## src/rtl/pq_rr_arbiter.sv

```systemverilog
// Round-robin arbiter sharing one priority queue among N_REQ requesters.
// Issues one PQ op per cycle at most and returns a per-requester response when the PQ is done.
module pq_rr_arbiter #(
  parameter int N_REQ = 4,
  parameter int KV_W  = 32,
  parameter int CNT_W = 16
) (
  input  logic                    clk,
  input  logic                    rst,
  input  logic [N_REQ-1:0]        req,
  input  logic [2*N_REQ-1:0]      op,
  input  logic [KV_W*N_REQ-1:0]   kv_in,
  output logic [N_REQ-1:0]        gnt,
  output logic [N_REQ-1:0]        rsp_valid,
  output logic [KV_W-1:0]         rsp_kv,
  output logic                    rsp_err,
  output logic                    pq_enq,
  output logic                    pq_deq,
  output logic [KV_W-1:0]         pq_kvi,
  input  logic [KV_W-1:0]         pq_kvo,
  input  logic                    pq_full,
  input  logic                    pq_empty,
  input  logic                    pq_busy,
  output logic [CNT_W-1:0]        ops_cnt,
  output logic [CNT_W-1:0]        err_cnt
);

  localparam int PTR_W = (N_REQ > 1) ? $clog2(N_REQ) : 1;

  localparam logic [0:0] ST_ARB  = 1'b0;
  localparam logic [0:0] ST_PEND = 1'b1;

  localparam logic [1:0] OP_ENQ = 2'b01;
  localparam logic [1:0] OP_DEQ = 2'b10;
  localparam logic [1:0] OP_REP = 2'b11;

  logic [0:0]       state;
  logic [PTR_W-1:0] ptr;
  logic [N_REQ-1:0] owner;
  logic             rej_q;
  logic [KV_W-1:0]  kv_q;
  logic             err_q;

  logic [N_REQ-1:0] active;
  logic             found;
  logic [PTR_W-1:0] win;
  logic [1:0]       win_op;
  logic             can_issue;
  logic             issue;
  logic             complete;
  logic [KV_W-1:0]  nxt_kv;
  logic             nxt_err;
  logic             nxt_rej;
  int               idx;

  always_comb begin
    for (int i = 0; i < N_REQ; i++) begin
      active[i] = req[i] && (op[2*i +: 2] != 2'b00);
    end
  end

  // Scan requesters starting at ptr with wraparound; first active one wins.
  always_comb begin
    found = 1'b0;
    win   = '0;
    idx   = 0;
    for (int k = 0; k < N_REQ; k++) begin
      idx = int'(ptr) + k;
      if (idx >= N_REQ) idx = idx - N_REQ;
      if (!found && active[idx]) begin
        found = 1'b1;
        win   = PTR_W'(idx);
      end
    end
  end

  assign win_op = op[{win, 1'b0} +: 2];

  // A rejected op never started the PQ, so it completes without waiting on pq_busy.
  assign complete  = !rst && (state == ST_PEND) && (!pq_busy || rej_q);
  assign can_issue = !rst && ((state == ST_ARB) || !pq_busy);
  assign issue     = can_issue && found;

  assign rsp_valid = complete ? owner : '0;
  assign rsp_kv    = kv_q;
  assign rsp_err   = err_q;

  always_comb begin
    gnt     = '0;
    pq_enq  = 1'b0;
    pq_deq  = 1'b0;
    pq_kvi  = '0;
    nxt_kv  = '0;
    nxt_err = 1'b0;
    nxt_rej = 1'b0;
    if (issue) begin
      gnt[win] = 1'b1;
      pq_kvi   = kv_in[win*KV_W +: KV_W];
      case (win_op)
        OP_ENQ: begin
          if (pq_full) begin
            nxt_err = 1'b1;
            nxt_rej = 1'b1;
          end else begin
            pq_enq = 1'b1;
          end
        end
        OP_DEQ: begin
          if (pq_empty) begin
            nxt_err = 1'b1;
            nxt_rej = 1'b1;
          end else begin
            pq_deq = 1'b1;
            nxt_kv = pq_kvo;
          end
        end
        OP_REP: begin
          // Replace on an empty queue degrades to a plain enqueue but reports no data.
          pq_enq = 1'b1;
          if (pq_empty) begin
            nxt_err = 1'b1;
          end else begin
            pq_deq = 1'b1;
            nxt_kv = pq_kvo;
          end
        end
        default: begin
          nxt_err = 1'b0;
        end
      endcase
    end
  end

  always_ff @(posedge clk) begin
    if (rst) begin
      state   <= ST_ARB;
      ptr     <= '0;
      owner   <= '0;
      rej_q   <= 1'b0;
      kv_q    <= '0;
      err_q   <= 1'b0;
      ops_cnt <= '0;
      err_cnt <= '0;
    end else begin
      if (issue) begin
        state <= ST_PEND;
        ptr   <= (win == PTR_W'(N_REQ-1)) ? '0 : win + 1'b1;
        owner <= gnt;
        rej_q <= nxt_rej;
        kv_q  <= nxt_kv;
        err_q <= nxt_err;
      end else if (complete) begin
        state <= ST_ARB;
        rej_q <= 1'b0;
      end
      if (complete) begin
        if (err_q) begin
          if (err_cnt != '1) err_cnt <= err_cnt + 1'b1;
        end else begin
          if (ops_cnt != '1) ops_cnt <= ops_cnt + 1'b1;
        end
      end
    end
  end

endmodule

```

## config.mk

```make
export PLATFORM = sky130hd
export DESIGN_NAME = pq_rr_arbiter
export DESIGN_NICKNAME = d
export VERILOG_FILES = /design/src/rtl/pq_rr_arbiter.sv
export SDC_FILE = /design/constraint.sdc
export NUM_CORES = 1
export LEC_CHECK = 0
export CORE_MARGIN = 2
export CORE_UTILIZATION = 37
export DETAILED_ROUTE_END_ITERATION = 6
export PLACE_DENSITY = 0.82
export SLEW_MARGIN = 20
export SYNTH_ARGS = -nofsm -noshare
export SYNTH_HDL_FRONTEND = slang
export SYNTH_SLANG_ARGS = --single-unit
```

## constraint.sdc

```tcl
create_clock -name clk -period 3.5 [get_ports clk]
set_clock_uncertainty 0.2 [all_clocks]
set_input_delay 0.35 -clock clk [delete_from_list [all_inputs] [get_ports clk]]
set_output_delay 0.35 -clock clk [all_outputs]
set_load 0.03 [all_outputs]
```

After elaboration in Yosys (flattened, before gate mapping)
Cells that the tools add are included.
Widths: inputs -> output; s select.
{"block": "op_classes", "n_addsub": 10, "order_cmp": 10, "n_eq_ne": 6, "n_shift": 2, "muxes": 45, "bitwise": 2, "reduce_logical": 27}
{"operator": "$mux 32", "count": 7}
{"operator": "$lt 32x4->1 const B", "count": 4}
{"operator": "$shiftx 128x8->32", "count": 1}
{"operator": "$add 16x1->16 const B", "count": 2}
{"operator": "$ne 16x16->1 const B", "count": 2}
{"operator": "$mux 1", "count": 23}
{"operator": "$logic_and 1x1->1", "count": 12}
{"operator": "$sub 3x3->4 const B", "count": 3}
{"operator": "$mux 2", "count": 5}
{"operator": "$reduce_bool 2->1", "count": 5}
{"operator": "$ge 3x3->1 const B", "count": 3}
{"operator": "$bmux 1 s2", "count": 4}
{"operator": "$mux 4", "count": 2}
{"operator": "$shiftx 8x4->2", "count": 1}
{"operator": "$add 2x2->3 const B", "count": 2}
{"operator": "$eq 2x2->1 const B", "count": 3}
{"operator": "$pmux 1 s2", "count": 3}
{"operator": "$reduce_and 3->1", "count": 2}
{"operator": "$logic_not 1->1", "count": 5}
{"operator": "$sub 2x3->4 const B", "count": 1}
{"operator": "$add 2x1->3 const B", "count": 1}
{"operator": "$ge 2x3->1 const B", "count": 1}
{"operator": "$lt 2x3->1 const B", "count": 1}
{"operator": "$add 2x1->2 const B", "count": 1}
{"operator": "other kinds (6)", "count": 8}
{"block": "word_totals", "ff_bits": 73}

Logic depth before layout (Yosys ltp)
{"block": "logic_depth", "ltp_word": 20, "depth_mapped": 13}

Worst setup path before layout
No wires, ideal clock.
{"block": "synth_timing", "kind": "input-to-output", "start": "in op[1]", "end": "out pq_deq", "arrival_ns": 2.639, "required_ns": 2.950, "path_slack_ns": 0.311, "cell_stages": 11, "cell_sequence": "o21a_1 -> a222oi_1 -> and2_1 -> buf_4 -> buf_8 -> mux2i_1 -> a21o_1 -> ha_1 -> nor2_1 -> nor3_1 -> buf_2"}
{"block": "synth_between", "elab_chain_len": 20}
{"element": "start, declared", "line": "11", "rtl": "input logic [2*N_REQ-1:0] op,"}
{"element": "$reduce_bool 2->1", "line": "58", "rtl": "active[i] = req[i] && (op[2*i +: 2] != 2'b00);"}
{"element": "$logic_and 1x1->1", "line": "58"}
{"element": "$bmux 1 s2", "line": "70", "rtl": "if (!found && active[idx]) begin"}
{"element": "$mux 1 (implied by the code) (2 in series)", "line": "70"}
{"element": "$mux 1", "line": "70"}
{"element": "$logic_not 1->1", "line": "70"}
{"element": "$logic_and 1x1->1", "line": "70"}
{"element": "$mux 1", "line": "70"}
{"element": "[3 not listed]"}
{"element": "$logic_not 1->1", "line": "70"}
{"element": "$logic_and 1x1->1", "line": "70"}
{"element": "$mux 2", "line": "70"}
{"element": "$shiftx 8x4->2", "line": "77", "rtl": "assign win_op = op[{win, 1'b0} +: 2];"}
{"element": "$eq 2x2->1", "line": "99", "rtl": "case (win_op)"}
{"element": "$reduce_or 2->1 (no source line)"}
{"element": "$mux 1"}
{"element": "$mux 1 *", "line": "96", "rtl": "if (issue) begin"}
{"element": "end, declared", "line": "18", "rtl": "output logic pq_deq,"}
Every way passes the cells marked *; elsewhere a longest branch is shown, timed or not. The select of a mux whose other input is x is not followed.

Final worst setup path
{"block": "layout_timing", "start": "in req[1]", "end": "out pq_kvi[15]"}
{"block": "layout_between", "elab_chain_len": 16}
{"element": "start, declared", "line": "10", "rtl": "input logic [N_REQ-1:0] req,"}
{"element": "$logic_and 1x1->1 *", "line": "58"}
{"element": "$bmux 1 s2", "line": "70"}
{"element": "$mux 1 (implied by the code) (2 in series)", "line": "70"}
{"element": "$mux 1", "line": "70"}
{"element": "$logic_not 1->1", "line": "70"}
{"element": "$logic_and 1x1->1", "line": "70"}
{"element": "$mux 1", "line": "70"}
{"element": "$logic_not 1->1", "line": "70"}
{"element": "$logic_and 1x1->1", "line": "70"}
{"element": "$mux 1", "line": "70"}
{"element": "$logic_not 1->1", "line": "70"}
{"element": "$logic_and 1x1->1", "line": "70"}
{"element": "$mux 2 / $mux 1 (equally long branches)", "line": "70"}
{"element": "$shiftx 128x8->32 / $logic_and 1x1->1 (equally long branches)", "line": "98, 82"}
{"element": "$mux 32 *", "line": "96"}
{"element": "end, declared", "line": "19", "rtl": "output logic [KV_W-1:0] pq_kvi,"}
Marked as above.

==> results.md <==
* Clock tree from TritonCTS: yes
* Worst R2R Path Depth at 13
* Startpoint types: input pin
* Count of state elements after synthesis at 73
* Mapped Area at 4340 um^2
* Maximum number of pins on one net before global-route repair at 76
* Wirelength, routed at 18,100 um
* Overall global routing resource usage at 26.7%
* Sequential share of the synthesized area at 33.7%
* PD cells at 376 nW/um^2
* Outcome: completed
* Register clock-pin slew on the reported worst setup and hold paths at 0.05 ns
* Worst R2R Setup Slack at 0.57 ns
* Distinct cell type count of the synthesized netlist at 50
* Area growth from synthesis to final layout at 78.8%
* YS warnings at 0
* DRT iter0 DRCs at 238
* Area fraction in compound gates after synthesis at 21.3%
* DRC errors left at 0
* Cell leakage power at 3.04 nW
* Bufs on Longest Clock Path at 2
* Top achievable clock speed at 300 MHz
* Largest family of logic cells by synthesized area: compound AO/OA/AOI/OAI gates
* Final RePlAce weighted congestion at 0.934
* H-tree levels at 3
* Startpoint of the worst register-to-register path: ptr[1]
* First-pass GRT wire length at 26,800 um
* Count of final hold-check violations at 0
* Share of the synthesized area in the top cell type at 33.7%
* Post-synthesis xor/xnor area fraction at 2.83%
* Worst Hold Path EP: owner[1]
* Count of standard-cell rows at 39
* Number of setup violations in the final report at 0
* PortBufs at 283
* Area of the core at 11,400 um^2
* Mean instance size in the synthesized netlist at 8.68 um^2
* Area fraction in and, or, nand and nor cells after synthesis at 17.9%
* Adder-cell share of the synthesized area at 2.88%
* Dpl hpwl at 14,400 um
* Number of global-route vias before repair at 4,904
* Reg2reg end: rsp_kv[29]
* Hold_sp: owner[1]
* Maximum net fanout on the critical path at 36
* Final standard cell utilization of the core at 67.9%
* Hold crit path type: reg2reg
* Async S/R FF share, synth at 0%
* Remaining global-route overflow at 0
* Number of flops mapped to enable cells by yosys at 0
* Cell types with the largest area share after synthesis: sky130_fd_sc_hd__dfxtp_1 34%, sky130_fd_sc_hd__mux2i_1 16%, sky130_fd_sc_hd__a22oi_1 5.9%, sky130_fd_sc_hd__nor2_1 4.8%, sky130_fd_sc_hd__o22ai_1 4.6%
* Effective utilization at floorplan at 38.0%
* Kind of critical path: in2out
* Vias post-DR at 5,076
* Final Slew Violations at 0
* Post-layout nets at 976
* Worst IR Drop VDD at 0.319 mV
* Data required, critical path at 2.95 ns
* Primary flip-flop cell chosen by synthesis mapping: sky130_fd_sc_hd__dfxtp_1
* Top cell types by occurrence after synthesis: 73 x sky130_fd_sc_hd__dfxtp_1, 71 x sky130_fd_sc_hd__mux2i_1, 55 x sky130_fd_sc_hd__nor2_1
* Unrepaired setup endpoints after global routing: false
* Most frequent cell after synthesis: sky130_fd_sc_hd__dfxtp_1
* Height of the chip at 112 um
* Minimum period implied by the final worst setup slack at 3.33 ns
* Worst-Skew Late Latency at 0.33 ns
* Hold Buf Count CTS at 0
* Part of the cycle the worst path needs at 95.3%
* Synthesized net count at 687
* Worst-Margin Slew at 0.753 ns
* Initial antenna violation count at 1
* Average detailed-routed wire length per instance at 19.3 um
* Avg Vias per Cell at 5.41
* DRT antenna net count at 0
* Library cell occupying the most area in the post-synthesis netlist: sky130_fd_sc_hd__dfxtp_1
* Post-synthesis cell count at 500
* Worst rel slew slack at 49.8%
* Critical path data arrival time at 2.78 ns
* Share of final-layout standard cells stronger than drive strength 1 at 12.1%
* Worst hold path cell count at 2
* Multiplexer share of the synthesized area at 16.4%
* Overall power consumption at 2.92 mW
* CTS sink cnt at 73
* Number of buffers created by CTS at 9
* Full die area at 12,600 um^2
* Iteration count of the initial detailed-routing pass at 5
* Count of max-cap constraint violations at 0
* I/O Pins at 284
* CTS Root Buffer Type: sky130_fd_sc_hd__clkbuf_16
* Die X at 112 um
* Crit end category: output port
==> per-stage QoR <==
| stage | hold slack (ns) | worst slack, ns | instance area (um^2) | setup TNS (ns) | cells |
|---|---|---|---|---|---|
| after detailed placement | 0.248 | -0.0791 | 7370 | -0.977 | 916 |
| after CTS | 0.255 | 0.00152 | 7680 | 0 | 935 |
| after floorplan | 0.232 | 0.311 | 4340 | 0 | 500 |
| after global placement | 0.242 | 0.0284 | 7370 | 0 | 916 |
| after global routing | 0.272 | 0.0114 | 7750 | 0 | 938 |
| final | 0.259 | 0.165 | 7750 | 0 | 938 |
==> layout make-up <==
class | count | area, um^2
antenna | 1 | 2.50
clock buffer | 13 | 250
clock inverter | 3 | 40.0
fill | 950 | 3660
inverter | 9 | 33.8
multi-input combinational | 386 | 2710
sequential | 73 | 1460
tap | 143 | 179
timing repair buffer | 310 | 3070
==> metal layers <==
| layer | track usage (%) | up-vias | routed length, um |
|---|---|---|---|
| met2 | 49.4 | 188 | 9380 |
| met3 | 6.75 | 24 | 1190 |
| li1 | - | 2437 | - |
| met4 | 7.56 | 0 | 438 |
| met5 | 0 | - | 0 |
| met1 | 30.4 | 2427 | 7090 |
==> flip-flops by register name, summed over array words and instances (netlist names) <==
signal,cells
rej_q,1
ops_cnt,16
ptr,2
err_cnt,16
state,1
rsp_err,1
rsp_kv,32
owner,4
==> timing repair <==
action	4_1_cts	5_1_grt
hold endpoints to repair	0	0
pin swaps	5	5
buffers inserted	3	2
gates resized for setup	7	18
setup endpoints to repair	2	21
==> worst max-delay path: stages <==
cell and delay, ns:
sky130_fd_sc_hd__clkdlybuf4s50_1 0.42, sky130_fd_sc_hd__o21a_1 0.15, sky130_fd_sc_hd__a222oi_1 0.29, sky130_fd_sc_hd__and2_4 0.26
sky130_fd_sc_hd__buf_4 0.13, sky130_fd_sc_hd__buf_4 0.48, sky130_fd_sc_hd__mux2i_1 0.35, sky130_fd_sc_hd__o22ai_1 0.14
sky130_fd_sc_hd__buf_4 0.19
==> cells in the final DEF, fill, tap and decap left out, drive strengths merged, types with 9 or more instances in the layout <==
master,Yosys,final
ha,10,10
clkbuf,15,14
or3,9,9
mux2i,71,71
inv,9,9
clkdlybuf4s50,0,237
nand2,30,30
nor2b,9,9
a22oi,34,34
nand3,13,13
o22ai,33,33
o21ai,21,21
buf,17,61
a21oi,18,18
xor2,10,10
dfxtp,73,73
nor2,55,55
==> how the worst max path moves through the flow <==
stage	startpoint	end	slack [ns]
finish	req[1]	pq_kvi[15]	0.17
global route	req[1]	gnt[1]	0.01
CTS	op[0]	pq_enq	0.002
detailed placement	op[5]	rsp_kv[29]	-0.08
global placement	op[1]	pq_enq	0.03
floorplan	op[1]	pq_deq	0.31
==> report_power, final <==
group / total (mW) / internal (mW) / switching, mW
combinational: 1.13 / 0.562 / 0.565
clock: 0.901 / 0.569 / 0.332
sequential: 0.888 / 0.862 / 0.0259
total: 2.92 / 1.99 / 0.922
==> logic make-up after synthesis <==
family                   Yosys count
XOR/XNOR                          14
AND/OR/NAND/NOR                  155
multiplexers                      71
adder cells (fa/ha/maj)           10
buffers and inverters             41
flip-flops                        73
AO/OA/AOI/OAI                    136
Power figures use the tool's default switching activity.
